<file path="src/rtl/add_serial_nbits.sv">
// Bit-serial adder: a_i + b_i + cin_i, one bit per clock, LSB first, via one full-adder slice.
// Optional macro SERIAL_ADD_OVF_EN adds the ovf_o signed-overflow output.
module add_serial_nbits #(
    parameter int unsigned width = 8
) (
    input  logic             clk_i,
    input  logic             rst_ni,
    input  logic             start_i,
    input  logic [width-1:0] a_i,
    input  logic [width-1:0] b_i,
    input  logic             cin_i,
    output logic             busy_o,
    output logic             done_o,
    output logic [width-1:0] s_o,
    output logic             cout_o
`ifdef SERIAL_ADD_OVF_EN
    ,
    output logic             ovf_o
`endif
);

    localparam int unsigned CNT_W = $clog2(width);
    localparam logic [CNT_W-1:0] CNT_LAST = CNT_W'(width - 1);

    localparam logic [1:0] S_IDLE = 2'd0;
    localparam logic [1:0] S_RUN  = 2'd1;
    localparam logic [1:0] S_DONE = 2'd2;

    logic [1:0]       state;
    logic [width-1:0] a_sh;
    logic [width-1:0] b_sh;
    logic [width-1:0] res_sh;
    logic [CNT_W-1:0] cnt;
    logic             carry;
    logic             sum_bit;
    logic             carry_nxt;
`ifdef SERIAL_ADD_OVF_EN
    logic             carry_msb_in;
`endif

    always_comb begin
        sum_bit   = a_sh[0] ^ b_sh[0] ^ carry;
        carry_nxt = (a_sh[0] & b_sh[0]) | (a_sh[0] & carry) | (b_sh[0] & carry);
    end

    always_ff @(posedge clk_i) begin
        if (!rst_ni) begin
            state  <= S_IDLE;
            busy_o <= 1'b0;
            done_o <= 1'b0;
            s_o    <= '0;
            cout_o <= 1'b0;
            a_sh   <= '0;
            b_sh   <= '0;
            res_sh <= '0;
            cnt    <= '0;
            carry  <= 1'b0;
`ifdef SERIAL_ADD_OVF_EN
            carry_msb_in <= 1'b0;
            ovf_o        <= 1'b0;
`endif
        end else begin
            done_o <= 1'b0;
            case (state)
                S_IDLE: begin
                    if (start_i) begin
                        a_sh   <= a_i;
                        b_sh   <= b_i;
                        carry  <= cin_i;
                        cnt    <= '0;
                        state  <= S_RUN;
                        busy_o <= 1'b1;
                    end
                end
                S_RUN: begin
                    // Sum bits enter at the MSB so after width shifts bit 0 sits at the LSB.
                    res_sh <= {sum_bit, res_sh[width-1:1]};
                    a_sh   <= a_sh >> 1;
                    b_sh   <= b_sh >> 1;
                    carry  <= carry_nxt;
                    cnt    <= cnt + CNT_W'(1);
                    if (cnt == CNT_LAST) begin
                        state <= S_DONE;
`ifdef SERIAL_ADD_OVF_EN
                        carry_msb_in <= carry;
`endif
                    end
                end
                S_DONE: begin
                    s_o    <= res_sh;
                    cout_o <= carry;
                    done_o <= 1'b1;
                    state  <= S_IDLE;
                    busy_o <= 1'b0;
`ifdef SERIAL_ADD_OVF_EN
                    ovf_o  <= carry_msb_in ^ carry;
`endif
                end
                default: begin
                    state  <= S_IDLE;
                    busy_o <= 1'b0;
                end
            endcase
        end
    end

endmodule

</file>
<file path="config.mk">
export PLATFORM = sky130hd
export DESIGN_NAME = add_serial_nbits
export DESIGN_NICKNAME = d
export VERILOG_FILES = /design/src/rtl/add_serial_nbits.sv
export SDC_FILE = /design/constraint.sdc
export NUM_CORES = 1
export LEC_CHECK = 0
export CAP_MARGIN = 0
export CORE_AREA = 2 2 83 85
export CTS_CLUSTER_SIZE = 10
export DETAILED_ROUTE_END_ITERATION = 7
export DIE_AREA = 0 0 85 87
export SYNTH_ARGS = -nofsm -noshare
export SYNTH_HDL_FRONTEND = slang
export SYNTH_SLANG_ARGS = --single-unit
</file>
<file path="constraint.sdc">
create_clock -name clk_i -period 2.25 [get_ports clk_i]
set_input_delay 0.45 -clock clk_i [delete_from_list [all_inputs] [get_ports clk_i]]
set_output_delay 0.45 -clock clk_i [all_outputs]
set_load 0.005 [all_outputs]
</file>
==> out/summary.txt <==
Final net count - 234
Max Clock Skew - 0.00809 ns
Ys Warns - 0
Syn avg cell area - 9.14 sq um
Hold-fix buffers at CTS - 0
Synth Flop Type - dfxtp_1
Post-CTS resize count - 0
Cell taking the most area after synthesis - dfxtp_1
ANT nets after route - 0
Power Dens Cells - 639 mW/mm^2
Worst hold path class - reg2reg
Hold Violations, Final - 0
CTS tree - built
Syn nets - 208
Layout Area Growth over Synthesis - 26.2%
Crit Path Class - in2reg
Max Slew Vio Count - 0
Worst EP required - 2.46 ns
Post-synth EDFFs - 0
Routed wire per std cell - 11.5 um
Core Region - 0.00657 sq mm
Port bufs - 30
Initial antenna violation count - 0
Status - finished clean
Synth Cell Area - 0.00169 sq mm
Row cnt - 30
Crit share post-route - 73.6%
First-pass GRT wire length - 5880 um
Clk root buf - clkbuf_8
Sink Count - 41
Global Route Usage Sum - 9.88%
Fin Setup TNS - 0 ns
CTS clock-pin slew for the worst setup and hold paths - 0.07 ns
Leak - 0.000744 uW
H-tree Lvls - 2
Via count - 1315
Routed vias/inst - 4.50
Async set-reset flop share out of synthesis - 0%
Vias in the first global route - 1285
Maximum fanout along the worst path - 16
Synth top area share - 48.6%
Die ar. - 0.00740 sq mm
Total CTS buffers - 5
Sequential share of the synthesized area - 48.6%
Post-CTS Setup Bufs - 0
Fill count - 694
Largest net degree at the start of global routing - 46
CP endpoint kind - flop
Routability cong. - 0.684
Diode count - 0
Final HPWL DP - 2230 um
MaxCap Viol Count - 0
CP Launch Type - input pin
Post-Syn Instances - 185
WHS - 0.462 ns
Chip width - 85 um
Placed cell count - 284
Clock latency on the worst-skew pair - 0.29 ns
1st-iter DRT viols - 113
Gr ovfl total - 0
Worst Path Arrival - 1.86 ns
Seq cells post-synth - 41
Chip height - 87 um
Max Freq - 0.603 GHz
Worst relative slew slack - 48.8%
Final min period - 1.66 ns
Share of cells above drive strength 1 - 5.66%
I/O pins - 31
Setup WS post-layout - 0.593 ns
Worst slew pin tran - 0.766 ns
Worst VDD drop - 0.297 mV
Initial core utilization - 25.7%
RSZ-0062 raised after global routing - false
Count of cell types in the netlist - 26
WL final - 3350 um
Top cells by area, synth - dfxtp_1, nand2_1, mux2i_1
Fin cells - 292
Clock Path Buffers - 2
Place WS - 0.256 ns
DRC violations left - 0
Setup violators final - 0
DR pass1 iterations - 4
## cells in the final DEF (no fill, tap or decap), types with 2 or more instances in the layout
master	instances
buf_4	5
a21oi_1	2
nand3b_1	2
o22ai_1	2
nand2_1	41
o21ai_0	9
nor2_1	2
o211ai_1	15
dfxtp_1	41
nor2b_1	2
clkdlybuf4s50_1	30
ha_1	2
nand3_1	2
mux2i_1	15
a21boi_0	17
nand2b_1	2
clkbuf_8	5
clkinv_2	2
o21ai_1	9
## path summary, 6_finish.rpt
check,slack (ns),to,start,cells after the start
hold reg to reg,0.46,cout_o,cout_o,2
setup / recovery,0.59,b_sh[0],start_i,4
hold / removal,0.46,cout_o,cout_o,2
setup reg to reg,0.66,res_sh[1],state[0],3
## layout make-up
type,instances,area (sq um),area share (%)
Clock buffer,6,72.6,3.40
Clock inverter,2,10.0,0.469
Inverter,1,3.75,0.176
Multi-Input combinational cell,127,788,37.0
Sequential cell,41,821,38.5
Tap cell,80,100,4.69
Timing Repair Buffer,35,338,15.8
## worst max-delay path, cell delays in order
cell	delay, ns
clkdlybuf4s50_1	0.51
nor2_1	0.06
or3b_1	0.59
o21ai_0	0.25
## synthesized netlist by cell type (all sizes together) (2+ instances only)
library cell / count
dfxtp: 41
nand2: 41
o21ai: 18
a21boi: 17
mux2i: 15
o211ai: 15
buf: 9
clkbuf: 7
a21oi: 2
ha: 2
nand2b: 2
nand3: 2
nand3b: 2
nor2: 2
nor2b: 2
o22ai: 2
## where the power goes
part	leakage [uW]	total, uW	switching (uW)	internal (uW)
clock network	0.0000450	456	241	215
registers	0.000334	773	19.3	754
logic	0.000365	133	62.1	71.3
## logic make-up (layout without fill, tap and decap cells)
group                      after synthesis  count (layout)  share of synthesized area (%)
adders and majority gates                3               3                           2.66
and+or+nand+nor                         55              55                           14.2
DFF                                     41              41                           48.6
muxes                                   15              15                           8.88
buffers and inverters                   17              44                           4.81
AOI/OAI and AO/OA                       54              54                           20.9
## stage by stage
| stage | instance area [sq um] | utilization [%] | total power (uW) |
|---|---|---|---|
| 2_1_floorplan | 1690 | - | 872 |
| 6_report | 2130 | 32.5 | 1360 |
| 3_3_place_gp | 2050 | 31.2 | 924 |
| 3_5_place_dp | 2050 | 31.2 | 926 |
| 4_1_cts | 2130 | 32.5 | 1380 |
| 5_1_grt | 2130 | 32.5 | 1430 |
## metal layers
metal,routed length (um),up-vias,track usage (%)
li1,-,688,-
met1,1660,599,12.2
met2,1500,22,16.4
met3,140,6,3.22
met4,43,0,3.03
met5,0,-,0
## state kept, by name, indices dropped and copies added, names as in the netlist
| signal | count |
|---|---|
| res_sh | 8 |
| done_o | 1 |
| cnt | 3 |
| s_o | 8 |
| busy_o | 1 |
| state | 2 |
| cout_o | 1 |
| a_sh | 8 |
| carry | 1 |
| b_sh | 8 |
Power figures use the tool's default switching activity.
